===== src/rtl/mul_sequencer.sv =====
// Iterative shift-add multiplier side unit for the LEGv8 MUL / W-form multiply.
// Optional build macro MUL_SEQ_EARLY_EXIT_EN ends the RUN phase once the multiplier is exhausted.
module mul_sequencer #(
  parameter int DATA_W = 64,
  parameter int CNT_W  = 7
) (
  input  logic              clock,
  input  logic              reset,
  input  logic              start,
  input  logic              sf,
  input  logic [DATA_W-1:0] op_a,
  input  logic [DATA_W-1:0] op_b,
  input  logic              flush,
  output logic              busy,
  output logic              done,
  output logic [DATA_W-1:0] result
);

  localparam int HALF_W = DATA_W / 2;
  localparam logic [DATA_W-1:0] LO_MASK = {{(DATA_W-HALF_W){1'b0}}, {HALF_W{1'b1}}};
  localparam logic [CNT_W-1:0]  N_FULL  = CNT_W'(DATA_W);
  localparam logic [CNT_W-1:0]  N_HALF  = CNT_W'(HALF_W);
  localparam logic [CNT_W-1:0]  CNT_ONE = CNT_W'(1);

  typedef enum logic [1:0] {
    IDLE = 2'd0,
    RUN  = 2'd1,
    DONE = 2'd2
  } state_e;

  state_e            state_q, state_d;
  logic [DATA_W-1:0] acc_q, acc_d;
  logic [DATA_W-1:0] mcand_q, mcand_d;
  logic [DATA_W-1:0] mplier_q, mplier_d;
  logic [DATA_W-1:0] result_q, result_d;
  logic [CNT_W-1:0]  count_q, count_d;
  logic              sf_q, sf_d;
  logic              accept;
  logic              run_end;

  assign accept = (state_q == IDLE) && start && !flush;

  // RUN always performs at least one iteration; the exit cycle itself does no arithmetic.
`ifdef MUL_SEQ_EARLY_EXIT_EN
  assign run_end = (count_q == '0) ||
                   ((mplier_q == '0) && (count_q != (sf_q ? N_FULL : N_HALF)));
`else
  assign run_end = (count_q == '0);
`endif

  always_ff @(posedge clock or negedge reset) begin
    if (!reset) begin
      state_q <= IDLE;
    end else begin
      state_q <= state_d;
    end
  end

  always_comb begin
    state_d = state_q;
    case (state_q)
      IDLE:    if (accept) state_d = RUN;
      RUN: begin
        if (flush)        state_d = IDLE;
        else if (run_end) state_d = DONE;
      end
      DONE:    state_d = IDLE;
      default: state_d = IDLE;
    endcase
  end

  always_comb begin
    busy = (state_q == RUN) || (state_q == DONE);
    done = (state_q == DONE);
  end

  always_comb begin
    acc_d    = acc_q;
    mcand_d  = mcand_q;
    mplier_d = mplier_q;
    count_d  = count_q;
    sf_d     = sf_q;
    result_d = result_q;
    case (state_q)
      IDLE: begin
        if (accept) begin
          mcand_d  = sf ? op_a : (op_a & LO_MASK);
          mplier_d = sf ? op_b : (op_b & LO_MASK);
          acc_d    = '0;
          count_d  = sf ? N_FULL : N_HALF;
          sf_d     = sf;
        end
      end
      RUN: begin
        if (!flush) begin
          if (run_end) begin
            result_d = sf_q ? acc_q : (acc_q & LO_MASK);
          end else begin
            if (mplier_q[0]) acc_d = acc_q + mcand_q;
            mcand_d  = mcand_q << 1;
            mplier_d = mplier_q >> 1;
            count_d  = count_q - CNT_ONE;
          end
        end
      end
      default: ;
    endcase
  end

  always_ff @(posedge clock or negedge reset) begin
    if (!reset) begin
      acc_q    <= '0;
      mcand_q  <= '0;
      mplier_q <= '0;
      count_q  <= '0;
      sf_q     <= 1'b0;
      result_q <= '0;
    end else begin
      acc_q    <= acc_d;
      mcand_q  <= mcand_d;
      mplier_q <= mplier_d;
      count_q  <= count_d;
      sf_q     <= sf_d;
      result_q <= result_d;
    end
  end

  assign result = result_q;

endmodule


===== config.mk =====
export PLATFORM = sky130hd
export DESIGN_NAME = mul_sequencer
export DESIGN_NICKNAME = d
export VERILOG_FILES = /design/src/rtl/mul_sequencer.sv
export SDC_FILE = /design/constraint.sdc
export NUM_CORES = 1
export LEC_CHECK = 0
export ABC_AREA = 0
export BUFFER_PORTS_ARGS = -buffer_cell sky130_fd_sc_hd__buf_4
export CAP_MARGIN = 5
export CORE_ASPECT_RATIO = 1.75
export CORE_MARGIN = 3
export CORE_UTILIZATION = 55
export CTS_CLUSTER_DIAMETER = 50
export CTS_CLUSTER_SIZE = 30
export DETAILED_ROUTE_END_ITERATION = 10
export HOLD_SLACK_MARGIN = 0.05
export PLACE_DENSITY = 0.77
export SLEW_MARGIN = 10
export SYNTH_ARGS = -nofsm -noshare
export SYNTH_HDL_FRONTEND = slang
export SYNTH_SLANG_ARGS = --single-unit

===== constraint.sdc =====
create_clock -name clock -period 3.8 [get_ports clock]
set_clock_uncertainty 0.05 [all_clocks]
set_input_delay 0.38 -clock clock [delete_from_list [all_inputs] [get_ports clock]]
set_output_delay 0.38 -clock clock [all_outputs]
set_load 0.01 [all_outputs]

# After elaboration in Yosys (flattened, before gate mapping)
# Cells that the tools add are included.
classes:
  n_addsub: 2
  n_eq_ne: 7
  n_mux: 25
  n_bitwise: 1
  reduce_logical: 12
ops:
  columns: ["op", "n"]
  rows:
  - ["$mux W64", 13]
  - ["$pmux W64 S2", 3]
  - ["$add A64 B64 Y64", 1]
  - ["$mux W7", 4]
  - ["$pmux W7 S2", 1]
  - ["$ne A2 B2 Y1 const B", 4]
  - ["$logic_not A7 Y1", 1]
  - ["$sub A7 B1 Y7 const B", 1]
  - ["$mux W2", 3]
  - ["$reduce_and A5 Y1", 1]
  - ["$pmux W2 S2", 1]
  - ["$reduce_and A2 Y1", 2]
  - ["$reduce_and A4 Y1", 1]
  - ["$ne A3 B3 Y1 const B", 1]
  - ["$reduce_and A3 Y1", 1]
  - ["$eq A2 B1 Y1 const B", 1]
  - ["$eq A2 B2 Y1 const B", 1]
  - ["$logic_and A1 B1 Y1", 2]
  - ["$logic_not A2 Y1", 1]
  - ["$reduce_bool A2 Y1", 1]
  - ["$logic_not A1 Y1", 1]
  - ["$logic_or A1 B1 Y1", 1]
  - ["$not A1 Y1", 1]
totals:
  register_bits: 266
  input_bits: 133
  output_inout_bits: 66

# Longest topological paths before layout
# Gate-level depths: netlist of the first run.
logic_depth:
  ltp_word: 5
  ltp_mapped: 13
  mapped_depth_nobuf: 13

# Worst setup path after synthesis of the first run
# No wires, ideal clock.
synth_timing:
  kind: "reg-to-reg"
  from: "register acc_q[0]"
  to: "register acc_q[60]"
  t_arrival_ns: 3.189
  required_ns: 3.681
  setup_slack_ns: 0.492
  stages_incl_launch_ff: 14
  path_buffers: 0
  path_cell_list: "dfrtp_1 > ha_1 > inv_1 > fa_1 > nor2b_1 > o2111ai_1 > a2111oi_2 > o311ai_1 > a2111oi_2 > o31ai_1 > nor2_1 > a31oi_1 > or4b_1 > nand3_1"
synth_via:
  elab_chain_len: 5
synth_lines:
  columns: ["element", "line", "source"]
  rows:
  - ["start: declaration", "32", "logic [DATA_W-1:0] acc_q, acc_d;"]
  - ["start signal: assignment", "112", "acc_q <= '0;"]
  - ["start signal: assignment", "119", "acc_q <= acc_d;"]
  - ["$add A64 B64 Y64", "99", "if (mplier_q[0]) acc_d = acc_q + mcand_q;"]
  - ["$mux W64", "99", null]
  - ["$mux W64", "96", "if (run_end) begin"]
  - ["$mux W64", "95", "if (!flush) begin"]
  - ["$pmux W64 S2", "84", "case (state_q)"]
# No other way between the ends. The select of a mux whose other input is x is not followed.
# A chain may end at the register's enable or synchronous reset.

# Final worst setup path of the first run
layout_timing:
  from: "register mcand_q[0]"
  to: "register acc_q[62]"
layout_via:
  elab_chain_len: 5
layout_lines:
  columns: ["element", "line", "source"]
  rows:
  - ["start: declaration", "33", "logic [DATA_W-1:0] mcand_q, mcand_d;"]
  - ["start signal: assignment", "120", "mcand_q <= mcand_d;"]
  - ["$add A64 B64 Y64", "99", null]
  - ["$mux W64", "99", null]
  - ["$mux W64", "96", null]
  - ["$mux W64", "95", null]
  - ["$pmux W64 S2", "84", null]
# No other way between the ends. The select of a mux whose other input is x is not followed.

==> summary.md, run 1 <==
| Metric | Value |
|---|---|
| Status | finished, final reports clean |
| RR Endpoint | acc_q[62] |
| Syn_nets | 1,799 |
| Slew @ Worst Pin | 1180 ps |
| Total CTS buffers | 21 |
| Reg area | about 6700 um^2 |
| Die Area | 29,200 um^2 |
| Final WL | 39,600 um |
| Yosys cell types | 74 |
| Share of cells above drive strength 1 | 0.183 |
| FF-to-FF path depth | 15 |
| Longest Clk Path Bufs | 3 |
| RSZ-0062 raised after global routing | false |
| Primary FF master, synth | dfrtp_1 |
| Peak VDD IR | 834 uV |
| Fin. max-slew vios | 0 |
| Reg power frac | 0.337 |
| Hold WC Path Type | input pin to register |
| Routability congestion estimate from global placement | 0.945 |
| Reg2reg start | mcand_q[0] |
| Seq/Total Area, Yosys | 0.447 |
| CTS H-tree lvls | 1 |
| Routed wire per std cell | approximately 19 um |
| Worst path slowest cell | a2111oi_2 |
| Hold wc startpoint | op_a[34] |
| Yosys top cell area share | 0.447 |
| Crit-path max FO | 5 |
| Synth top cells by count | 266 x dfrtp_1, 251 x nand2_1, 183 x o21ai_0 |
| Post-route DRC | 0 |
| Post-synthesis cell count | 1,597 |
| Initial drt markers | 653 |
| Switching share of power | 0.441 |
| Crit path kind | register to register |
| CP required | approximately 4200 ps |
| Largest net degree at the start of global routing | 99 |
| Switching power | 6.31 mW |
| Syn Area/Cell | 9.32 um^2 |
| Worst EP arrival | 3960 ps |
| Number of global-route vias before repair | 12,900 |
| Crit-path cells | ha_1 > inv_1 > fa_1 > nor2b_1 > o2111ai_1 > a2111oi_2 > buf_4 > a21oi_1 > a211oi_2 > nor3_1 > nor4_2 > buf_4 > o21ai_0 > and3_1 > o31ai_1 |
| Setup tns final | 0 ps |
| Congestion Overflow GR | 0 |
| Leak | ~8.6 nW |
| Post-DP HPWL | approximately 28,000 um |
| Async S/R FF share, synth | 1.00 |
| Die height | 224 um |
| Global Route Usage Sum | 0.272 |
| Root buffer cell | clkbuf_16 |
| Synth Register Bits | 266 |
| Grt met2 use | 0.491 |
| Worst Hold End | mcand_q[34] |
| Area of the multi-input gates | 7690 um^2 |
| Comb power frac | 0.489 |
| Layout net count | 1,993 |
| Clock sinks | 266 |
| DR pass1 iterations | 5 |
| # setup viols final | 0 |
| Initial Utilization | 0.560 |
| Startpoint Class | register |
| Headroom to the max-slew limit | 0.212 |
| Max incr delay on CP | about 400 ps |
| Post-synth EDFFs | 0 |
| # rows | 79 |
| Cell Area, Synth | 14,900 um^2 |
| Met1 Usage GRT | 0.321 |
| Vias | 12,600 |
| WHS | approximately 61 ps |
| Most frequent cell after synthesis | dfrtp_1 |
| Number of diodes | 0 |
| Fmax | approximately 280 MHz |
| Max Cap Viol | 0 |
| Worst path bufs/invs | 3 |
| First-pass GRT wire length | 64,600 um |
| Worst path top cell family by delay | compound AO/OA/AOI/OAI gates |
| Synth top area cells | dfrtp_1 45%, nand2_1 6.3%, o21ai_0 6.2% |
| IO Count | 199 |
| Detail Route Antenna Nets | 0 |
| Worst Setup End Kind | register |
| GRT busiest layer | met2 |
| Hold Crit Depth | 3 |
| Internal power | ~8.0 mW |
| Area growth syn-to-layout | 20.1% |
| # fillers | 2,129 |
| Minimum clock period | ~3600 ps |
| Met3 GRT Util | 0.0305 |
| Worst path most repeated cell | buf_4 |
| Post-CTS Setup Bufs | 0 |
| CTS tree | yes |
| Final period util | 0.939 |
| Leading area contributor after synthesis | dfrtp_1 |
| Yosys warns | 0 |
| Pwr Density | 800 nW/um^2 |
| DIE WIDTH | 130 um |
| Worst skew pair latency | 540 ps |
| Setup slack, reg-to-reg | 230 ps |
| Port Buf Inserts | 198 |
| Core Area | 26,600 um^2 |
| Final hold vios | 0 |
| Initial antenna violation count | 0 |
| Vias/cell | 5.91 |
| Clk slew on worst S/H paths | 80 ps |
| Clock power frac | 0.174 |
## power by group through the flow
stage	clock network [mW]	registers, mW	logic (mW)
after global placement	0	4.81	6.73
final	2.49	4.83	6.99
after floorplan	0	4.54	5.46
after CTS	2.53	4.82	6.95
after detailed placement	0	4.87	6.87
after global routing	2.64	4.97	7.82
## per-stage QoR
stage / cells / setup WS, ps / cell area [um^2] / power, mW / util
finish: 2130 / 233 / 17900 / 14.3 / 0.672
global route: 2130 / 10.7 / 17900 / 15.4 / 0.672
CTS: 2130 / 66.0 / 17900 / 14.3 / 0.672
detailed placement: 2045 / 132 / 16600 / 11.7 / 0.625
global placement: 2045 / 183 / 16600 / 11.5 / 0.625
floorplan: 1597 / 492 / 14900 / 10.0 / -
## sequential cells by signal, summed over array words and instances (netlist names)
name	flops
mcand_q	64
sf_q	1
count_q	7
acc_q	64
result	64
state_q	2
mplier_q	64
## cell type report
class,count,area share
multi-input combinational,1202,0.430
timing repair buffer,278,0.127
inverter,22,0.00462
tap,324,0.0227
clock buffer,21,0.0294
clock inverter,17,0.0142
sequential,266,0.372
## per-layer routing
metal,wire [um],up-vias
met4,1770,0
met3,1580,101
met2,20800,321
li1,-,6094
met5,0,-
met1,15400,6077
## cell families (layout without fill, tap and decap cells)
group,count (synthesis),count (layout),share of synthesized area
XOR/XNOR,59,59,0.0347
buffers and inverters,129,338,0.0412
multiplexers,99,99,0.0692
flip-flops,266,266,0.447
AO/OA/AOI/OAI,471,471,0.207
adder cells (fa/ha/maj),69,69,0.0585
AND/OR/NAND/NOR,504,504,0.143
## layout by cell type (no fill, tap or decap), types with 21 or more instances in the layout
master | synthesis | layout
a221oi_1 | 66 | 66
mux2i_1 | 67 | 67
a21oi_1 | 65 | 65
ha_1 | 68 | 67
xor2_1 | 29 | 29
dlygate4sd3_1 | 0 | 47
inv_1 | 22 | 22
clkbuf_16 | 0 | 21
mux2_2 | 32 | 32
xnor2_1 | 30 | 30
dfrtp_1 | 266 | 266
buf_4 | 11 | 226
a21o_1 | 55 | 55
o21ai_0 | 183 | 183
nor2_1 | 164 | 163
nand2_1 | 251 | 250
## worst max path at each step
stage               slack, ps  startpoint         to  depth (start not counted)
global placement          180    acc_q[0]  acc_q[60]                         13
global route               10  mcand_q[0]  acc_q[62]                         15
finish                    230  mcand_q[0]  acc_q[62]                         15
CTS                        70  mcand_q[0]  acc_q[60]                         13
detailed placement        130  mcand_q[0]  acc_q[60]                         13
floorplan                 490    acc_q[0]  acc_q[60]                         13
## repair_timing
| item | CTS | global route |
|---|---|---|
| endpoints found under the setup margin | 0 | 8 |
| hold endpoints to repair | 124 | 0 |
| resized for setup | 0 | 5 |
| hold buffers | 47 | 0 |
## tightest hold or removal path, delay by kind of cell
kind,cells,cell delay [ps]
buffers and inverters,1,80
AO/OA/AOI/OAI,1,60
AND/OR/NAND/NOR,1,80
No activity file was read; power rests on OpenSTA's default activity.
==> run 2: changes to the inputs <==
--- a/config.mk
+++ b/config.mk
@@ -16,5 +16,5 @@
 export DETAILED_ROUTE_END_ITERATION = 10
 export HOLD_SLACK_MARGIN = 0.05
-export PLACE_DENSITY = 0.77
+export PLACE_DENSITY = 0.88
 export SLEW_MARGIN = 10
 export SYNTH_ARGS = -nofsm -noshare
--- a/constraint.sdc
+++ b/constraint.sdc
@@ -3,3 +3,3 @@
 set_input_delay 0.38 -clock clock [delete_from_list [all_inputs] [get_ports clock]]
 set_output_delay 0.38 -clock clock [all_outputs]
-set_load 0.01 [all_outputs]
+set_load 0.02 [all_outputs]
==> summary.md, run 2 (same netlist as run 1, synthesis figures left out) <==
| Metric | Value |
|---|---|
| Commonest cells after routing, fill and taps aside | 266 x dfrtp_1, 250 x nand2_1, 223 x buf_4 |
| Vias | 13,100 (+3.7%) |
| Initial antenna violation count | 1 (+1) |
| Layout net count | 1,963 (-1.5%) |
| Final WL | 40,600 um (+2.7%) |
| Worst EP arrival | 4060 ps (+100 ps) |
| IO Count | 199 (unchanged) |
| Commonest non-fill, non-tap cell in the layout | dfrtp_1 |
| Setup slack, reg-to-reg | 160 ps (-80 ps) |
| Fin. max-slew vios | 0 (unchanged) |
| Die height | 224 um (unchanged) |
| Core Area | 26,600 um^2 (unchanged) |
| Final period util | 0.959 (+0.0198) |
| Area of the multi-input gates | 7710 um^2 (+0.21%) |
| Hold Crit Depth | 3 (unchanged) |
| Detail Route Antenna Nets | 0 (unchanged) |
| DIE WIDTH | 130 um (unchanged) |
| Post-DP HPWL | 29,300 um (+3.1%) |
| WHS | 58.5 ps (-2.79 ps) |
| Switching share of power | 0.451 (+0.00956) |
| Port Buf Inserts | 198 (unchanged) |
| Max Cap Viol | 0 (unchanged) |
| First-pass GRT wire length | 65,100 um (+0.81%) |
| Longest Clk Path Bufs | 3 (unchanged) |
| Crit path kind | register to register |
| Post-route DRC | 0 (unchanged) |
| Worst Setup End Kind | register |
| Headroom to the max-slew limit | 0.207 (-0.00510) |
| Internal power | 7.88 mW (-1.5%) |
| Area growth syn-to-layout | 18.0% |
| RR Endpoint | acc_q[60] |
| Startpoint Class | register |
| Vias/cell | 6.22 (+5.2%) |
| Congestion Overflow GR | 0 (unchanged) |
| FF-to-FF path depth | 13 (-2) |
| Fmax | 275 MHz (-2.1%) |
| Number of global-route vias before repair | 13,100 (+1.5%) |
| Hold WC Path Type | input pin to register |
| Routed wire per std cell | 19.4 um (+4.2%) |
| Reg area | 6660 um^2 (unchanged) |
| Reg2reg start | acc_q[0] |
| Crit-path cells | ha_1 > inv_1 > fa_1 > nor2b_1 > o2111ai_1 > a2111oi_4 > o311ai_1 > a2111oi_2 > o31ai_1 > nor2_1 > a31oi_1 > or4b_1 > nand3_1 |
| Comb power frac | 0.502 (+0.013) |
| DR pass1 iterations | 5 (unchanged) |
| RSZ-0062 raised after global routing | true |
| Total CTS buffers | 19 (-9.5%) |
| Global Route Usage Sum | 0.275 (+0.00325) |
| Clock sinks | 266 (unchanged) |
| Clock power frac | 0.161 (-0.013) |
| Reg power frac | 0.338 (about the same) |
| Die Area | 29,200 um^2 (unchanged) |
| Slew @ Worst Pin | 1190 ps (+7.65 ps) |
| Largest net degree at the start of global routing | 99 (unchanged) |
| Worst Hold End | mcand_q[45] |
| Final hold vios | 0 (unchanged) |
| # rows | 79 (unchanged) |
| CTS tree | yes |
| Initial Utilization | 0.560 (unchanged) |
| Leak | 8.48 nW (-1.7%) |
| Worst skew pair latency | 540 ps (about the same) |
| Routability congestion estimate from global placement | 0.987 (+4.4%) |
| Post-route insts no fill | 2,099 (-1.5%) |
| CP required | 4220 ps (+30 ps) |
| Share of cells above drive strength 1 | 0.182 (-0.00120) |
| Minimum clock period | 3640 ps (+75.1 ps) |
| Pwr Density | 816 nW/um^2 (+2.0%) |
| # fillers | 2,032 (-4.6%) |
| Setup tns final | 0 ps (unchanged) |
| Hold wc startpoint | op_a[45] |
| DP Cell Count | 2,043 (-0.098%) |
| Status | finished, final reports clean |
| Crit-path max FO | 3 (-2) |
| Switching power | 6.46 mW (+2.4%) |
| Worst path slowest cell | or4b_1 |
| # setup viols final | 0 (unchanged) |
| Max incr delay on CP | 500 ps (+90 ps) |
| CTS H-tree lvls | 1 (unchanged) |
| Initial drt markers | 927 (+42%) |
| Peak VDD IR | 747 uV (-10%) |
| Clk slew on worst S/H paths | 90 ps (about the same) |
| Root buffer cell | clkbuf_16 |
==> run 2: changes by cell type in the layout (fill, tap and decap cells not counted), moves of 2 or more <==
cell           previous run  this run
clkinv_4                  2         0
inv_12                    1         3
buf_4                   226       223
buf_12                    4         6
dlygate4sd3_1            47        20
inv_16                    3         1
a2111oi_2                 3         1
clkbuf_16                21        19
a2111oi_4                 1         3
==> run 2: what timing repair did <==
| item | 4_1_cts | 5_1_grt |
|---|---|---|
| setup buffers | 0 | 1 |
| gates resized for setup | 0 | 4 |
| hold buffers | 20 | 0 |
| hold endpoints to repair | 101 | 0 |
| endpoints found under the setup margin | 0 | 13 |
==> run 2: worst max-delay path: cells and delay by family (launching register included) <==
kind / cells / cell delay (ps)
compound gates: 6 / 1470
fa+ha+maj: 2 / 630
buf+inv: 1 / 60
flops: 1 / 390
simple gates: 4 / 990
==> run 2: worst max-delay path by stage <==
stage	slack, ps	startpoint	to
global route	-70	acc_q[0]	acc_q[60]
floorplan	490	acc_q[0]	acc_q[60]
global placement	240	acc_q[0]	acc_q[60]
detailed placement	110	acc_q[0]	acc_q[60]
CTS	20	acc_q[0]	acc_q[60]
finish	160	acc_q[0]	acc_q[60]
==> run 2: power groups by stage <==
| stage | sequential, mW | combinational, mW | clock [mW] |
|---|---|---|---|
| global placement | 4.79 | 6.74 | 0 |
| detailed placement | 4.88 | 6.97 | 0 |
| CTS | 4.82 | 7.05 | 2.33 |
| global route | 4.97 | 7.95 | 2.43 |
| finish | 4.84 | 7.19 | 2.30 |
| floorplan | 4.59 | 5.46 | 0 |
==> run 2: routing by layer <==
| layer | vias up | global-route usage | part of all wire |
|---|---|---|---|
| li1 | 6018 | - | - |
| met1 | 6380 | 0.323 | 0.37 |
| met2 | 519 | 0.494 | 0.53 |
| met3 | 141 | 0.0327 | 0.055 |
| met4 | 0 | 0.128 | 0.052 |
| met5 | - | 0 | 0 |
==> run 2: area by class of cell <==
class,count,area share
repair buffers,250,0.114
diodes,1,0.000142
clock buffers,21,0.0281
multi-input cells,1202,0.439
flip-flops and latches,266,0.379
well taps,324,0.0231
inverters,22,0.00470
clock inverters,13,0.0118
==> run 2: through the flow <==
step,util,power (mW),cell area (um^2),worst slack [ps]
finish,0.661,14.3,17600,158
global route,0.661,15.3,17600,-69.1
CTS,0.659,14.2,17500,24.5
detailed placement,0.625,11.8,16600,105
global placement,0.625,11.5,16600,241
floorplan,-,10.1,14900,492
==> run 3: changes to the inputs <==
Settings changed: CORE_UTILIZATION 55 to 33, PLACE_DENSITY 0.88 to 0.62, RECOVER_POWER from default to 100.
==> summary.md, run 3 (same netlist as run 1, synthesis figures left out) <==
| Metric | Value |
|---|---|
| Final instance area | 18,600 um^2 (+5.9%) |
| Cell Area, Placed | 17,000 um^2 (+2.2%) |
| Commonest cells after routing, fill and taps aside | 266 x dfrtp_1, 251 x nand2_1, 183 x o21ai_0 |
| # fillers | 4,392 (+120%) |
| CTS H-tree lvls | 1 (unchanged) |
| CTS tree | yes |
| Routability congestion estimate from global placement | 0.928 (-6.0%) |
| Commonest non-fill, non-tap cell in the layout | dfrtp_1 |
| Violated checks | capacitance limit, slew limit |
| Final period util | 0.951 (-0.00782) |
| Slew @ Worst Pin | 2030 ps (+844 ps) |
| CP required | 4190 ps (-30 ps) |
| Clk slew on worst S/H paths | 80 ps (about the same) |
| Worst path bufs/invs | 3 (+2) |
| Crit-path max FO | 47 (+44) |
| First-pass GRT wire length | 70,900 um (+8.9%) |
| # rows | 102 (+29%) |
| Detail Route Antenna Nets | 0 (unchanged) |
| Vias | 12,800 (-1.7%) |
| Max Cap Viol | 2 (+2) |
| Clock sinks | 266 (unchanged) |
| Port Buf Inserts | 198 (unchanged) |
| Routed wl met3 | 1850 um (-18%) |
| Routed wire per std cell | 18.3 um (-5.6%) |
| Initial Utilization | 0.335 (-0.225) |
| IO Count | 199 (unchanged) |
| Initial antenna violation count | 0 (-1) |
| Worst path top cell family by delay | buffers and inverters |
| Pwr Density | 806 nW/um^2 (-1.3%) |
| Crit path depth | 8 (-5) |
| RR Endpoint | acc_q[12] |
| Number of global-route vias before repair | 13,400 (+2.4%) |
| Leak | 8.63 nW (+1.8%) |
| End point of the critical path | acc_q[12] |
| DP Cell Count | 2,303 (+13%) |
| Max incr delay on CP | 810 ps (+310 ps) |
| Worst skew pair latency | 590 ps (+50 ps) |
| Pre-CTS setup slack | 117 ps (+12.3 ps) |
| Final setup margin | 187 ps (+29.7 ps) |
| Peak VDD IR | 492 uV (-34%) |
| # setup viols final | 0 (unchanged) |
| Top Layer Used | met4 |
| Longest Clk Path Bufs | 3 (unchanged) |
| Crit path from | state_q[1] |
| Post-route insts no fill | 2,442 (+16%) |
| DIE WIDTH | 167 um (+28%) |
| Fin. max-slew vios | 121 (+121) |
| Worst Setup End Kind | register |
| Total CTS buffers | 26 (+7) |
| Power consumption | 15.0 mW (+4.6%) |
| Number of diodes | 0 (-1) |
| Status | complete, but fails checks |
| Routed wl met2 | 23,900 um (+11%) |
| Share of cells above drive strength 1 | 0.149 (-0.0334) |
| Wl on met1 | 16,700 um (+13%) |
| Die height | 287 um (+28%) |
| Area growth syn-to-layout | 24.9% |
| Minimum clock period | 3610 ps (-29.7 ps) |
| Post-DP HPWL | 32,900 um (+12%) |
| FF-to-FF path depth | 8 (-5) |
| Worst EP arrival | 4010 ps (-50 ps) |
| Worst path slowest cell | clkbuf_1 |
| Largest net degree at the start of global routing | 91 (-8.1%) |
| Area of the multi-input gates | 7690 um^2 (-0.23%) |
| Headroom to the max-slew limit | -0.356 (-0.563) |
| Root buffer cell | clkbuf_16 |
| Startpoint Class | register |
| Final hold vios | 0 (unchanged) |
| Congestion Overflow GR | 0 (unchanged) |
| DR pass1 iterations | 4 (-1) |
| Hold WC Path Type | input pin to register |
| Global Route Usage Sum | 0.181 (-0.0941) |
| Crit-path cells | inv_1 > ha_4 > nor2_1 > a2111oi_4 > clkbuf_1 > o21ai_4 > buf_4 > a22o_1 |
| Initial drt markers | 539 (-42%) |
| Vias/cell | 5.26 (-16%) |
| Reg2reg start | state_q[1] |
| Reg area | 6660 um^2 (unchanged) |
| Crit path kind | register to register |
| Core Area | 44,400 um^2 (+67%) |
| Final WL | 44,600 um (+9.8%) |
| Setup slack, reg-to-reg | 190 ps (+30 ps) |
| Layout net count | 2,053 (+4.6%) |
| Post-route DRC | 0 (unchanged) |
| Setup tns final | 0 ps (unchanged) |
| Die Area | 47,800 um^2 (+64%) |
| Fmax | 277 MHz (+0.82%) |
run 3: cell types whose count changed in the layout (fill, tap and decap cells not counted), sizes merged:
cell | previous run | this run
inv | 31 | 32
clkinv | 3 | 7
dlygate4sd3 | 20 | 92
buf | 230 | 164
diode | 1 | 0
clkbuf | 21 | 105
bufinv | 1 | 2
run 3: worst min path at each step:
stage	endpoint	start	slack (ps)	cells after the start
6_report	mplier_q[1]	op_b[1]	70	3
3_5_place_dp	mcand_q[51]	reset	370	1
3_3_place_gp	mcand_q[50]	reset	370	1
4_1_cts	mplier_q[26]	op_b[26]	50	3
5_1_grt	mplier_q[26]	op_b[26]	70	3
2_1_floorplan	acc_q[0]	reset	30	0
run 3: per-stage QoR:
step	hold slack [ps]	util
4_1_cts	50.8	0.425
5_1_grt	65.3	0.419
3_5_place_dp	372	0.383
6_report	65.2	0.419
2_1_floorplan	34.4	-
3_3_place_gp	366	0.383
run 3: layout make-up:
class / instances / area share
clock buffer: 28 / 0.0371
inverter: 22 / 0.00444
tap: 572 / 0.0385
multi-input combinational: 1202 / 0.414
clock inverter: 19 / 0.0157
sequential: 266 / 0.358
timing repair buffer: 333 / 0.133
run 3: tightest hold or removal path: stages:
cell     delay [ps]
buf_4            80
mux2i_1          50
o21ai_0         150
run 3: timing repair:
| item | CTS | global route |
|---|---|---|
| hold endpoints to repair | 168 | 0 |
| resized for setup | 0 | 5 |
| endpoints found under the setup margin | 0 | 8 |
| hold buffers | 92 | 0 |
| buffers inserted | 0 | 0 |
run 3: power breakdown:
part           internal (mW)  leakage [nW]  switching, mW
combinational           2.89          4.72           4.32
sequential              3.89          3.43          0.940
clock                   1.56         0.479           1.40
run 3: layer usage:
layer | global-route usage | vias to the layer above
met5 | 0 | -
met4 | 0.0873 | 0
met3 | 0.0264 | 109
met2 | 0.346 | 323
met1 | 0.194 | 6186
li1 | - | 6217
